===== src/rtl/interrupt_controller.sv =====
// interrupt_controller: M-mode machine timer, software and external interrupt source on a memory-mapped bus.
// Ports: CLK/RESET (sync, active-high); IRQ_IN async external lines; BUS_* word-wide slave
// (BUS_RDATA valid the cycle after BUS_RE); E_IRQ/T_IRQ/S_IRQ registered requests; MTIME live timer.
// Map: 00 MTIME_LO, 04 MTIME_HI, 08 MTIMECMP_LO, 0C MTIMECMP_HI, 10 MSIP, 14 EXT_PENDING (W1C),
// 18 EXT_ENABLE, 1C EXT_MODE (1=edge). Define INTC_PRESCALER_EN to tick mtime every PRESCALE cycles.
module interrupt_controller #(
  parameter int NUM_EXT  = 8,
  parameter int PRESCALE = 1
) (
  input  logic               CLK,
  input  logic               RESET,
  input  logic [NUM_EXT-1:0] IRQ_IN,
  input  logic [4:0]         BUS_ADDR,
  input  logic               BUS_WE,
  input  logic               BUS_RE,
  input  logic [31:0]        BUS_WDATA,
  output logic [31:0]        BUS_RDATA,
  output logic               E_IRQ,
  output logic               T_IRQ,
  output logic               S_IRQ,
  output logic [63:0]        MTIME
);
  logic [63:0] mtime, mtimecmp, mtime_nxt;
  logic msip, tick, unused_addr;
  logic wr_lo, wr_hi, wr_cmp_lo, wr_cmp_hi, wr_msip, wr_pend, wr_en, wr_mode;
  logic [NUM_EXT-1:0] s1, s2, s3, pend, en, mode, mode_nxt, clr, rise, pend_nxt;
  logic [31:0] rd_val;
  assign unused_addr = ^BUS_ADDR[1:0];
  assign wr_lo     = BUS_WE && BUS_ADDR[4:2] == 3'd0;
  assign wr_hi     = BUS_WE && BUS_ADDR[4:2] == 3'd1;
  assign wr_cmp_lo = BUS_WE && BUS_ADDR[4:2] == 3'd2;
  assign wr_cmp_hi = BUS_WE && BUS_ADDR[4:2] == 3'd3;
  assign wr_msip   = BUS_WE && BUS_ADDR[4:2] == 3'd4;
  assign wr_pend   = BUS_WE && BUS_ADDR[4:2] == 3'd5;
  assign wr_en     = BUS_WE && BUS_ADDR[4:2] == 3'd6;
  assign wr_mode   = BUS_WE && BUS_ADDR[4:2] == 3'd7;
`ifdef INTC_PRESCALER_EN
  logic [15:0] cnt;
  assign tick = cnt == 16'(PRESCALE - 1);
  always_ff @(posedge CLK)
    cnt <= (RESET || wr_lo || wr_hi || tick) ? 16'd0 : cnt + 16'd1;
`else
  assign tick = 1'b1;
`endif
  // A bus write to either half replaces it and suppresses that cycle's tick.
  assign mtime_nxt = wr_lo ? {mtime[63:32], BUS_WDATA} :
                     wr_hi ? {BUS_WDATA, mtime[31:0]} : mtime + {63'd0, tick};
  // Pending follows the mode in force after this edge: level bits track s2, edge bits latch
  // rising edges. Masking the held value with the current mode makes a level->edge switch start
  // clear; a new edge beats a simultaneous W1C.
  assign mode_nxt = wr_mode ? BUS_WDATA[NUM_EXT-1:0] : mode;
  assign clr      = wr_pend ? BUS_WDATA[NUM_EXT-1:0] : '0;
  assign rise     = s2 & ~s3;
  assign pend_nxt = (mode_nxt & ((pend & mode & ~clr) | rise)) | (~mode_nxt & s2);
  always_comb begin
    rd_val = '0;
    case (BUS_ADDR[4:2])
      3'd0: rd_val = mtime[31:0];
      3'd1: rd_val = mtime[63:32];
      3'd2: rd_val = mtimecmp[31:0];
      3'd3: rd_val = mtimecmp[63:32];
      3'd4: rd_val = {31'd0, msip};
      3'd5: rd_val = 32'(pend);
      3'd6: rd_val = 32'(en);
      default: rd_val = 32'(mode);
    endcase
  end
  always_ff @(posedge CLK) begin
    if (RESET) begin
      mtime     <= '0;
      mtimecmp  <= '1;
      msip      <= 1'b0;
      {s1, s2, s3, pend, en, mode} <= '0;
      {E_IRQ, T_IRQ, S_IRQ} <= 3'b000;
      BUS_RDATA <= '0;
    end else begin
      mtime    <= mtime_nxt;
      mtimecmp <= wr_cmp_lo ? {mtimecmp[63:32], BUS_WDATA} :
                  wr_cmp_hi ? {BUS_WDATA, mtimecmp[31:0]} : mtimecmp;
      msip     <= wr_msip ? BUS_WDATA[0] : msip;
      s1       <= IRQ_IN;
      s2       <= s1;
      s3       <= s2;
      pend     <= pend_nxt;
      en       <= wr_en ? BUS_WDATA[NUM_EXT-1:0] : en;
      mode     <= mode_nxt;
      E_IRQ    <= |(pend & en);
      T_IRQ    <= mtime >= mtimecmp;
      S_IRQ    <= msip;
      if (BUS_RE) BUS_RDATA <= rd_val;
    end
  end
  assign MTIME = mtime;
endmodule


===== config.mk =====
export PLATFORM = sky130hd
export DESIGN_NAME = interrupt_controller
export DESIGN_NICKNAME = d
export VERILOG_FILES = /design/src/rtl/interrupt_controller.sv
export SDC_FILE = /design/constraint.sdc
export NUM_CORES = 1
export LEC_CHECK = 0
export BUFFER_PORTS_ARGS = -buffer_cell sky130_fd_sc_hd__buf_2
export CAP_MARGIN = 20
export CELL_PAD_IN_SITES_DETAIL_PLACEMENT = 0
export CELL_PAD_IN_SITES_GLOBAL_PLACEMENT = 2
export CORE_MARGIN = 2
export CORE_UTILIZATION = 35
export DETAILED_ROUTE_END_ITERATION = 8
export PLACE_DENSITY = 0.78
export SLEW_MARGIN = 20
export SYNTH_ARGS = -nofsm -noshare
export SYNTH_HDL_FRONTEND = slang
export SYNTH_SLANG_ARGS = --single-unit
export TNS_END_PERCENT = 10

===== constraint.sdc =====
create_clock -name CLK -period 3.15 [get_ports CLK]
set_input_delay 0 -clock CLK [delete_from_list [all_inputs] [get_ports CLK]]
set_output_delay 0 -clock CLK [all_outputs]
set_load 0.03 [all_outputs]

## Word-level counts from Yosys, hierarchy flattened

Index checks and enable logic that the tools add are counted.

- Add/sub/neg operators: 1
- Order comparisons: 1
- Equal/unequal tests: 8
- Multiplexer cells: 6
- Bitwise gates (word level): 12
- Reduce and logical (&&, ||, !) cells: 11

Operators with widths:

| operator | count |
|---|---|
| one-hot mux 32 bit (7 select lines) | 1 |
| adder 64 x 1 -> 64 bit (second input constant) | 1 |
| greater-or-equal comparator 64 bit | 1 |
| two-way mux 32 bit | 2 |
| two-way mux 64 bit | 1 |
| bitwise AND 8 bit | 6 |
| inverter 8 bit | 3 |
| two-way mux 8 bit | 2 |
| bitwise OR 8 bit | 2 |
| equality test 3 bit (second input constant) | 4 |
| logical AND 1 bit | 8 |
| OR reduction 8 bit | 1 |
| equality test 3 x 2 -> 1 bit (second input constant) | 2 |
| equality test 3 x 1 -> 1 bit (second input constant) | 1 |
| logical NOT 3 bit | 1 |
| inequality test 2 bit (second input constant) | 1 |
| AND reduction 2 bit | 1 |
| inverter 1 bit | 1 |

- Register bits after elaboration: 212
- Input bits: 49
- Output and inout port bits: 99
- Word-level logic and storage cells: 54

## Logic depth before layout (Yosys ltp)

Gate-level depths: netlist of the first run.

- Depth after elaboration: 8
- Gate-level depth with buffers: 9
- Mapped depth without buffers: 8

## Least setup slack after synthesis of the first run

OpenSTA, ideal clock, no wires.

- Path kind: register to register
- From: register mtime[18], in the netlist MTIME[18]
- To: register mtime[62], in the netlist MTIME[62]
- Setup time: 0.079 ns
- Arrival time: 2.401 ns
- Data required time: 3.071 ns
- Setup slack: 0.670 ns
- Cell stages (with the launch flop): 8
- Buffers on the path: 1
- Clock period less this slack: 2.480 ns
- Path through: dfxtp_1 > buf_2 > nand4_2 > or4_4 > nor3_4 > nand4_2 > or4_1 > o211ai_1

- Word-level cells in the longest chain between the ends: 2

Ends and longest elaborated chain:

| item | RTL line | source |
|---|---|---|
| start, declared | 23 | `logic [63:0] mtime, mtimecmp, mtime_nxt;` |
| start signal, assigned | 77 | `mtime <= mtime_nxt;` |
| adder 64 x 1 -> 64 bit | 47 | `wr_hi ? {BUS_WDATA, mtime[31:0]} : mtime + {63'd0, tick};` |
| two-way mux 64 bit | 47 |  |

No other way between the ends. The select of a mux whose other input is x is not followed.
A chain may end at the register's enable or synchronous reset.

## Final worst setup path of the first run

- From: register mtime[0], in the netlist MTIME[0]
- To: register mtime[38], in the netlist MTIME[38]

The elaborated chain is that of the path after synthesis.

==> results of run 1 <==
sequential cells by signal, indices dropped and copies added (netlist names), 8 cells and up:
| signal | flops |
|---|---|
| s2 | 8 |
| MTIME | 64 |
| pend | 8 |
| BUS_RDATA | 32 |
| s1 | 8 |
| mode | 8 |
| mtimecmp | 64 |
| s3 | 8 |
| en | 8 |
tightest hold or removal path, delay by kind of cell:
family	cells	cell delay, ps
buffers and inverters	2	360
and+or+nand+nor	1	150
area by class of cell:
cell class                 instances  area share (%)
tap                              448            3.85
timing repair buffer             254            11.5
clock buffer                      40            5.39
multi-input combinational       1081            47.4
inverter                          79            2.04
sequential                       212            29.2
clock inverter                     6           0.645
per-layer routing:
metal / part of all wire (%) / routed length [µm] / vias up / GRT usage [%]
li1: - / - / 5719 / -
met1: 46 / 20200 / 5608 / 33.9
met2: 46 / 20200 / 351 / 40.4
met3: 5.7 / 2480 / 50 / 2.83
met4: 1.7 / 721 / 0 / 5.06
met5: 0 / 0 / - / 0
report_power, final:
part / leakage [nW] / switching, mW / internal [mW]
Clock: 0.428 / 1.21 / 1.86
Combinational: 4.16 / 0.540 / 0.301
Sequential: 1.73 / 0.0769 / 2.78
Yosys cell counts (all sizes together) (10+ instances only):
library cell / instances / area (µm²)
a22oi: 18 / 135
a21oi: 96 / 480
o211ai: 97 / 728
o31ai: 10 / 75.1
inv: 79 / 297
o21ai: 77 / 385
nand3: 43 / 215
nor3: 20 / 116
a31oi: 27 / 169
clkbuf: 88 / 333
nor2: 139 / 522
nand4: 38 / 250
dfxtp: 212 / 4240
or3: 14 / 87.6
nor2b: 32 / 200
ha: 65 / 813
a211oi: 12 / 90.1
buf: 17 / 75.1
nor4: 17 / 121
mux2i: 50 / 500
nand2: 199 / 747
worst min path at each step:
stage	startpoint	slack, ps	endpoint
global route	RESET	40	mtimecmp[49]$_SDFFE_PP1P_
global placement	IRQ_IN[6]	210	s1[6]$_SDFF_PP0_
CTS	RESET	9	mtimecmp[49]$_SDFFE_PP1P_
floorplan	IRQ_IN[0]	130	s1[0]$_SDFF_PP0_
detailed placement	IRQ_IN[6]	210	s1[6]$_SDFF_PP0_
finish	RESET	8	BUS_RDATA[28]$_SDFFE_PP0P_
placed cells by master (no fill, tap or decap), drive strengths merged, types with 10 or more instances in the layout:
cell type / instances
a211oi: 12
a21oi: 96
a22oi: 18
a31oi: 27
buf: 211
clkbuf: 40
dfxtp: 212
dlygate4sd3: 43
ha: 65
inv: 79
mux2i: 50
nand2: 199
nand3: 43
nand4: 38
nor2: 139
nor2b: 32
nor3: 20
nor4: 17
o211ai: 97
o21ai: 77
o31ai: 10
or3: 14
repair_timing:
item,in CTS,in global routing
resized for setup,0,1
endpoints found under the hold margin,169,0
setup buffers,0,0
endpoints found under the setup margin,0,1
hold buffers,43,0
logic make-up after synthesis:
kind of cell / after synthesis / synth area share [%]
buffers and inverters: 184 / 5.97
xor gates and xnor gates: 10 / 0.743
AOI/OAI and AO/OA: 389 / 21.2
adders and majority gates: 65 / 6.90
muxes: 68 / 6.82
and+or+nand+nor: 549 / 22.4
DFF: 212 / 36.0
per-stage QoR:
stage	hold slack [ps]	instances	setup WS (ps)
2_1_floorplan	128	1477	670
3_5_place_dp	213	2031	173
5_1_grt	37.8	2120	112
3_3_place_gp	207	2031	-100
6_report	8.01	2120	195
4_1_cts	8.68	2120	152
==> impl_metrics.xml, run 1 <==
<?xml version="1.0" encoding="UTF-8"?>
<metrics>
  <group name="critical_path">
    <metric name="setup.worst_path.end_class" unit="">flip-flop</metric>
    <metric name="crit_path_cell_trace" unit="">ha_1 &gt; and4_1 &gt; nand3_1 &gt; nor2_1 &gt; nand4_1 &gt; or3_1 &gt; a31oi_1</metric>
    <metric name="worst-endpoint-required" unit="ps">3610</metric>
    <metric name="rr_worst_depth" unit="">7</metric>
    <metric name="crit_path_max_incr_delay" unit="ps">580</metric>
    <metric name="data_arrival_time_at_the_worst_slack_endpoint" unit="ps">3420</metric>
    <metric name="cp_num_cells" unit="">7</metric>
    <metric name="crit_fanout" unit="">7</metric>
    <metric name="launch_point_of_the_worst_path" unit="">MTIME[0]$_SDFFE_PP0P_</metric>
    <metric name="critPathTopFamily" unit="">simple AND/OR/NAND/NOR gates</metric>
    <metric name="cpMaxStageDelayCell" unit="">nor2_1</metric>
    <metric name="reg2reg_from" unit="">MTIME[0]$_SDFFE_PP0P_</metric>
    <metric name="timing.critical_path.from_type" unit="">flip-flop</metric>
    <metric name="cp.buffers_inverters" unit="">0</metric>
    <metric name="crit-reg2reg-capture" unit="">MTIME[38]$_SDFFE_PP0N_</metric>
    <metric name="worstSetupPathType" unit="">flip-flop to flip-flop</metric>
    <metric name="crit_end" unit="">MTIME[38]$_SDFFE_PP0N_</metric>
    <metric name="rrSetupSlack" unit="ps">190</metric>
  </group>
  <group name="timing">
    <metric name="report.final.setup_viol" unit="">0</metric>
    <metric name="grt_setup_unrepaired" unit="">false</metric>
    <metric name="period_share" unit="%">93.8</metric>
    <metric name="worst_slew_margin_rel" unit="%">44.5</metric>
    <metric name="finalHoldViolations" unit="">0</metric>
    <metric name="period_minus_slack" unit="ps">2960</metric>
    <metric name="skew" unit="ps">15.5</metric>
    <metric name="max_freq" unit="MHz">338</metric>
    <metric name="worst_slew_pin_slew" unit="ps">832</metric>
    <metric name="slew_violations" unit="">0</metric>
    <metric name="fin_setup_tns" unit="ps">0</metric>
  </group>
  <group name="floorplanning">
    <metric name="die_height" unit="µm">188</metric>
    <metric name="floorplan.initialDensity" unit="%">35.3</metric>
    <metric name="die_w" unit="µm">188</metric>
    <metric name="core_area" unit="mm²">0.0334</metric>
    <metric name="io_pins" unit="">148</metric>
    <metric name="core.rowCount" unit="">67</metric>
    <metric name="floorplan.die_area" unit="mm²">0.0352</metric>
  </group>
  <group name="detailed_routing">
    <metric name="drt_wl_total" unit="µm">43600</metric>
    <metric name="drt-wirelength-per-cell" unit="µm">20.6</metric>
    <metric name="detailed_routing_iteration_count_for_the_pre_antenna_repair_pass" unit="">5</metric>
    <metric name="vias" unit="">11700</metric>
    <metric name="drt_iter0_drc" unit="">963</metric>
    <metric name="route.detailed.vias_per_inst" unit="">5.53</metric>
    <metric name="antenna_left" unit="">0</metric>
    <metric name="drcViolationCount" unit="">0</metric>
  </group>
  <group name="final_layout">
    <metric name="n_antenna_cell" unit="">0</metric>
    <metric name="number_of_filler_instances_in_the_final_layout" unit="">3464</metric>
    <metric name="flow.area_growth_from_synthesis" unit="%">23.3</metric>
    <metric name="post_route_cells_drive_above_1_share" unit="%">17.3</metric>
    <metric name="finish.net_count" unit="">1768</metric>
    <metric name="finish.instance_area" unit="mm²">0.0145</metric>
    <metric name="final_core_utilization" unit="%">43.6</metric>
    <metric name="area_occupied_by_multi_input_gates" unit="mm²">0.00689</metric>
    <metric name="seq_area" unit="mm²">0.00424</metric>
  </group>
  <group name="pwr">
    <metric name="ir_worst_vdd" unit="V">0.000393</metric>
    <metric name="post-layout-total-power" unit="mW">6.77</metric>
    <metric name="cellPowerDensity" unit="mW/mm²">466</metric>
    <metric name="leakagePower" unit="nW">6.32</metric>
  </group>
  <group name="global_routing">
    <metric name="grt_use_total" unit="%">24.3</metric>
    <metric name="grt_max_degree" unit="">141</metric>
    <metric name="grt-ovfl-total" unit="">0</metric>
    <metric name="number_of_global_route_vias_before_repair" unit="">11200</metric>
    <metric name="grt_first_pass_wirelength" unit="µm">67800</metric>
    <metric name="antenna_violations_before_repair" unit="">0</metric>
  </group>
  <group name="place">
    <metric name="dp.final_hpwl" unit="µm">31200</metric>
    <metric name="numPortBuffers" unit="">145</metric>
    <metric name="finalWeightedCongestion" unit="">0.898</metric>
    <metric name="dpl_cell_area" unit="mm²">0.0132</metric>
  </group>
  <group name="synthesis">
    <metric name="synth_sequential_area_ratio" unit="%">36.0</metric>
    <metric name="ys_seq_elements" unit="">212</metric>
    <metric name="synthArstFlopShare" unit="%">0</metric>
    <metric name="synthesis.nets" unit="">1591</metric>
    <metric name="synth.yosys.warnings" unit="">0</metric>
    <metric name="ys_dominant_reg_cell" unit="">dfxtp_1</metric>
    <metric name="cells_after_synthesis" unit="">1477</metric>
    <metric name="synthesis.area" unit="mm²">0.0118</metric>
    <metric name="post_synth_edffs" unit="">0</metric>
    <metric name="synth.lib_cells_used.distinct" unit="">67</metric>
    <metric name="average_cell_area_after_synthesis" unit="µm²">7.98</metric>
  </group>
  <group name="clocking">
    <metric name="clk_root_buffer_cell" unit="">clkbuf_16</metric>
    <metric name="cts_htree_levels" unit="">1</metric>
    <metric name="cts_sinks" unit="">212</metric>
    <metric name="tritoncts.num_buffers" unit="">26</metric>
    <metric name="ctsLongestPathBuffers" unit="">3</metric>
    <metric name="worst_skew_late_latency" unit="ps">540</metric>
    <metric name="cts.clk_slew.worst_paths" unit="ps">60</metric>
    <metric name="tritoncts" unit="">done</metric>
  </group>
  <group name="outcome">
    <metric name="status" unit="">completed</metric>
  </group>
  <group name="job">
    <metric name="max-cap-violations" unit="">0</metric>
  </group>
  <group name="hold_path">
    <metric name="hold_class" unit="">primary input to flip-flop</metric>
    <metric name="whs_path_depth" unit="">3</metric>
  </group>
</metrics>
Note: power is estimated with default switching activity, not from simulation.
==> run 2: changes to the inputs <==
Settings changed: ABC_CLOCK_PERIOD_IN_PS from default to 2750.
Clock period 3.15 ns to 2.75 ns, I/O delays scaled along.
==> impl_metrics.xml, run 2 (synthesis gave the netlist of run 1 again) <==
<?xml version="1.0" encoding="UTF-8"?>
<metrics>
  <group name="pwr">
    <metric name="clock_power_share" unit="%">46.5</metric>
    <metric name="part_of_the_total_power_dissipated_in_sequential_elements" unit="%">40.9</metric>
    <metric name="cellPowerDensity" unit="mW/mm²">536</metric>
    <metric name="leakagePower" unit="nW">6.52</metric>
    <metric name="power_switching_share" unit="%">27.6</metric>
    <metric name="switching_power" unit="mW">2.20</metric>
    <metric name="internal-power" unit="mW">5.78</metric>
    <metric name="combinationalPowerShare" unit="%">12.6</metric>
    <metric name="ir_worst_vdd" unit="V">0.000411</metric>
  </group>
  <group name="detailed_routing">
    <metric name="drcViolationCount" unit="">0</metric>
    <metric name="antenna_left" unit="">0</metric>
    <metric name="drt_wl_total" unit="µm">45000</metric>
    <metric name="detailed_routing_iteration_count_for_the_pre_antenna_repair_pass" unit="">6</metric>
    <metric name="drt-wirelength-per-cell" unit="µm">20.9</metric>
    <metric name="route.detailed.vias_per_inst" unit="">5.54</metric>
    <metric name="drt_iter0_drc" unit="">872</metric>
    <metric name="vias" unit="">11900</metric>
  </group>
  <group name="final_layout">
    <metric name="finish.instance_area" unit="mm²">0.0149</metric>
    <metric name="n_antenna_cell" unit="">0</metric>
    <metric name="flow.area_growth_from_synthesis" unit="%">26.1</metric>
    <metric name="stdcell_count" unit="">2156</metric>
    <metric name="number_of_filler_instances_in_the_final_layout" unit="">3493</metric>
    <metric name="seq_area" unit="mm²">0.00424</metric>
    <metric name="post_route_cells_drive_above_1_share" unit="%">19.4</metric>
    <metric name="layout.cells.most_common_list" unit="">212 x dfxtp_1, 199 x nand2_1, 144 x buf_2</metric>
    <metric name="area_occupied_by_multi_input_gates" unit="mm²">0.00690</metric>
    <metric name="layout.cells.most_common" unit="">dfxtp_1</metric>
    <metric name="finish.net_count" unit="">1802</metric>
  </group>
  <group name="place">
    <metric name="dp.final_hpwl" unit="µm">32400</metric>
    <metric name="numPortBuffers" unit="">145</metric>
    <metric name="place.detailed.instances" unit="">2063</metric>
    <metric name="finalWeightedCongestion" unit="">0.904</metric>
    <metric name="dpl_cell_area" unit="mm²">0.0135</metric>
  </group>
  <group name="critical_path">
    <metric name="data_arrival_time_at_the_worst_slack_endpoint" unit="ps">3030</metric>
    <metric name="setup.worst_path.end_class" unit="">flip-flop</metric>
    <metric name="cp.buffers_inverters" unit="">3</metric>
    <metric name="cpMaxStageDelayCell" unit="">dlygate4sd3_1</metric>
    <metric name="critPathTopFamily" unit="">buffers and inverters</metric>
    <metric name="worstSetupPathType" unit="">flip-flop to flip-flop</metric>
    <metric name="reg2reg_from" unit="">MTIME[17]$_SDFFE_PP0P_</metric>
    <metric name="crit_path_cell_trace" unit="">nand3_1 &gt; or3_1 &gt; buf_4 &gt; nor3_1 &gt; buf_4 &gt; a31oi_1 &gt; o21ai_0 &gt; a31oi_1 &gt; dlygate4sd3_1</metric>
    <metric name="crit_path_max_incr_delay" unit="ps">560</metric>
    <metric name="worst-endpoint-required" unit="ps">3200</metric>
    <metric name="timing.critical_path.from_type" unit="">flip-flop</metric>
    <metric name="launch_point_of_the_worst_path" unit="">MTIME[17]$_SDFFE_PP0P_</metric>
    <metric name="crit_fanout" unit="">6</metric>
  </group>
  <group name="clocking">
    <metric name="cts.clk_slew.worst_paths" unit="ps">60</metric>
    <metric name="cts_sinks" unit="">212</metric>
    <metric name="tritoncts.num_buffers" unit="">27</metric>
    <metric name="tritoncts" unit="">done</metric>
    <metric name="cts_htree_levels" unit="">1</metric>
    <metric name="clk_root_buffer_cell" unit="">clkbuf_16</metric>
    <metric name="cts_post_setup_buffers_inserted" unit="">0</metric>
    <metric name="worst_skew_late_latency" unit="ps">560</metric>
    <metric name="ctsLongestPathBuffers" unit="">3</metric>
  </group>
  <group name="timing">
    <metric name="skew" unit="ps">12.0</metric>
    <metric name="report.final.setup_viol" unit="">0</metric>
    <metric name="period_share" unit="%">93.9</metric>
    <metric name="fin_setup_tns" unit="ps">0</metric>
    <metric name="worst_slew_pin_slew" unit="ps">764</metric>
    <metric name="finalHoldViolations" unit="">0</metric>
    <metric name="period_minus_slack" unit="ps">2580</metric>
    <metric name="worst_slew_margin_rel" unit="%">49.0</metric>
    <metric name="finalHoldWorstSlack" unit="ps">32.9</metric>
    <metric name="slew_violations" unit="">0</metric>
    <metric name="grt_setup_unrepaired" unit="">false</metric>
    <metric name="max_freq" unit="MHz">387</metric>
  </group>
  <group name="global_routing">
    <metric name="grt-ovfl-total" unit="">0</metric>
    <metric name="grt_use_total" unit="%">25.1</metric>
    <metric name="antenna_violations_before_repair" unit="">1</metric>
    <metric name="number_of_global_route_vias_before_repair" unit="">11600</metric>
    <metric name="grt_first_pass_wirelength" unit="µm">69500</metric>
    <metric name="grt_max_degree" unit="">92</metric>
  </group>
  <group name="floorplanning">
    <metric name="floorplan.die_area" unit="mm²">0.0352</metric>
    <metric name="die_w" unit="µm">188</metric>
    <metric name="core_area" unit="mm²">0.0334</metric>
    <metric name="core.rowCount" unit="">67</metric>
    <metric name="floorplan.initialDensity" unit="%">35.3</metric>
    <metric name="io_pins" unit="">148</metric>
    <metric name="die_height" unit="µm">188</metric>
  </group>
  <group name="job">
    <metric name="max-cap-violations" unit="">0</metric>
  </group>
  <group name="hold_path">
    <metric name="hold_class" unit="">primary input to flip-flop</metric>
    <metric name="hold_start" unit="">BUS_WE</metric>
  </group>
  <group name="outcome">
    <metric name="status" unit="">completed</metric>
  </group>
</metrics>
-- run 2: what timing repair did --
action                     4_1_cts  5_1_grt
hold buffers                    44        0
pin swaps                        0        0
gates resized for setup          1        5
setup endpoints to repair        1        1
hold endpoints to repair       169        0
cloned                           0        0
-- run 2: final cells by class --
cell class / instances / share of cell area, %
Clock inverter: 14 / 1.15
Timing Repair Buffer: 287 / 13.1
Sequential cell: 212 / 28.5
Clock buffer: 35 / 5.08
Inverter: 79 / 1.99
Multi-Input combinational cell: 1081 / 46.4
Tap cell: 448 / 3.77
-- run 2: worst paths after layout --
check | endpoint | slack (ps) | cells past startpoint
worst max-delay path | MTIME[48]$_SDFFE_PP0N_ | 170 | 9
worst min-delay path | msip$_SDFFE_PP0P_ | 30 | 5
worst max register to register | MTIME[48]$_SDFFE_PP0N_ | 170 | 9
worst min register to register | s2[5]$_SDFF_PP0_ | 440 | 1
-- run 2: worst min-delay path, cell delays in order --
cell and delay (ps):
buf_2 160, nand2_1 140, nor3_1 70, mux2i_1 120
nor2_1 70
-- run 2: layer usage --
layer  wire (µm)  GRT usage (%)
met5           0              0
met4         913           6.39
met1       20900           34.8
met2       20900           41.3
met3        2310           2.96
-- run 2: power groups by stage --
stage,registers (mW),logic [mW],clock network [mW]
after global routing,3.27,1.09,3.92
after detailed placement,3.33,0.956,0
after floorplan,3.44,0.466,0
final,3.26,1.01,3.71
after global placement,3.32,0.949,0
after CTS,3.26,1.01,3.79
-- run 2: per-stage QoR --
step / utilization, % / power, mW / setup WS, ps
floorplan: - / 3.91 / 270
global placement: 40.4 / 4.27 / -97.0
detailed placement: 40.4 / 4.28 / -65.0
CTS: 44.5 / 8.06 / 106
global route: 44.6 / 8.29 / 27.9
finish: 44.6 / 7.97 / 169
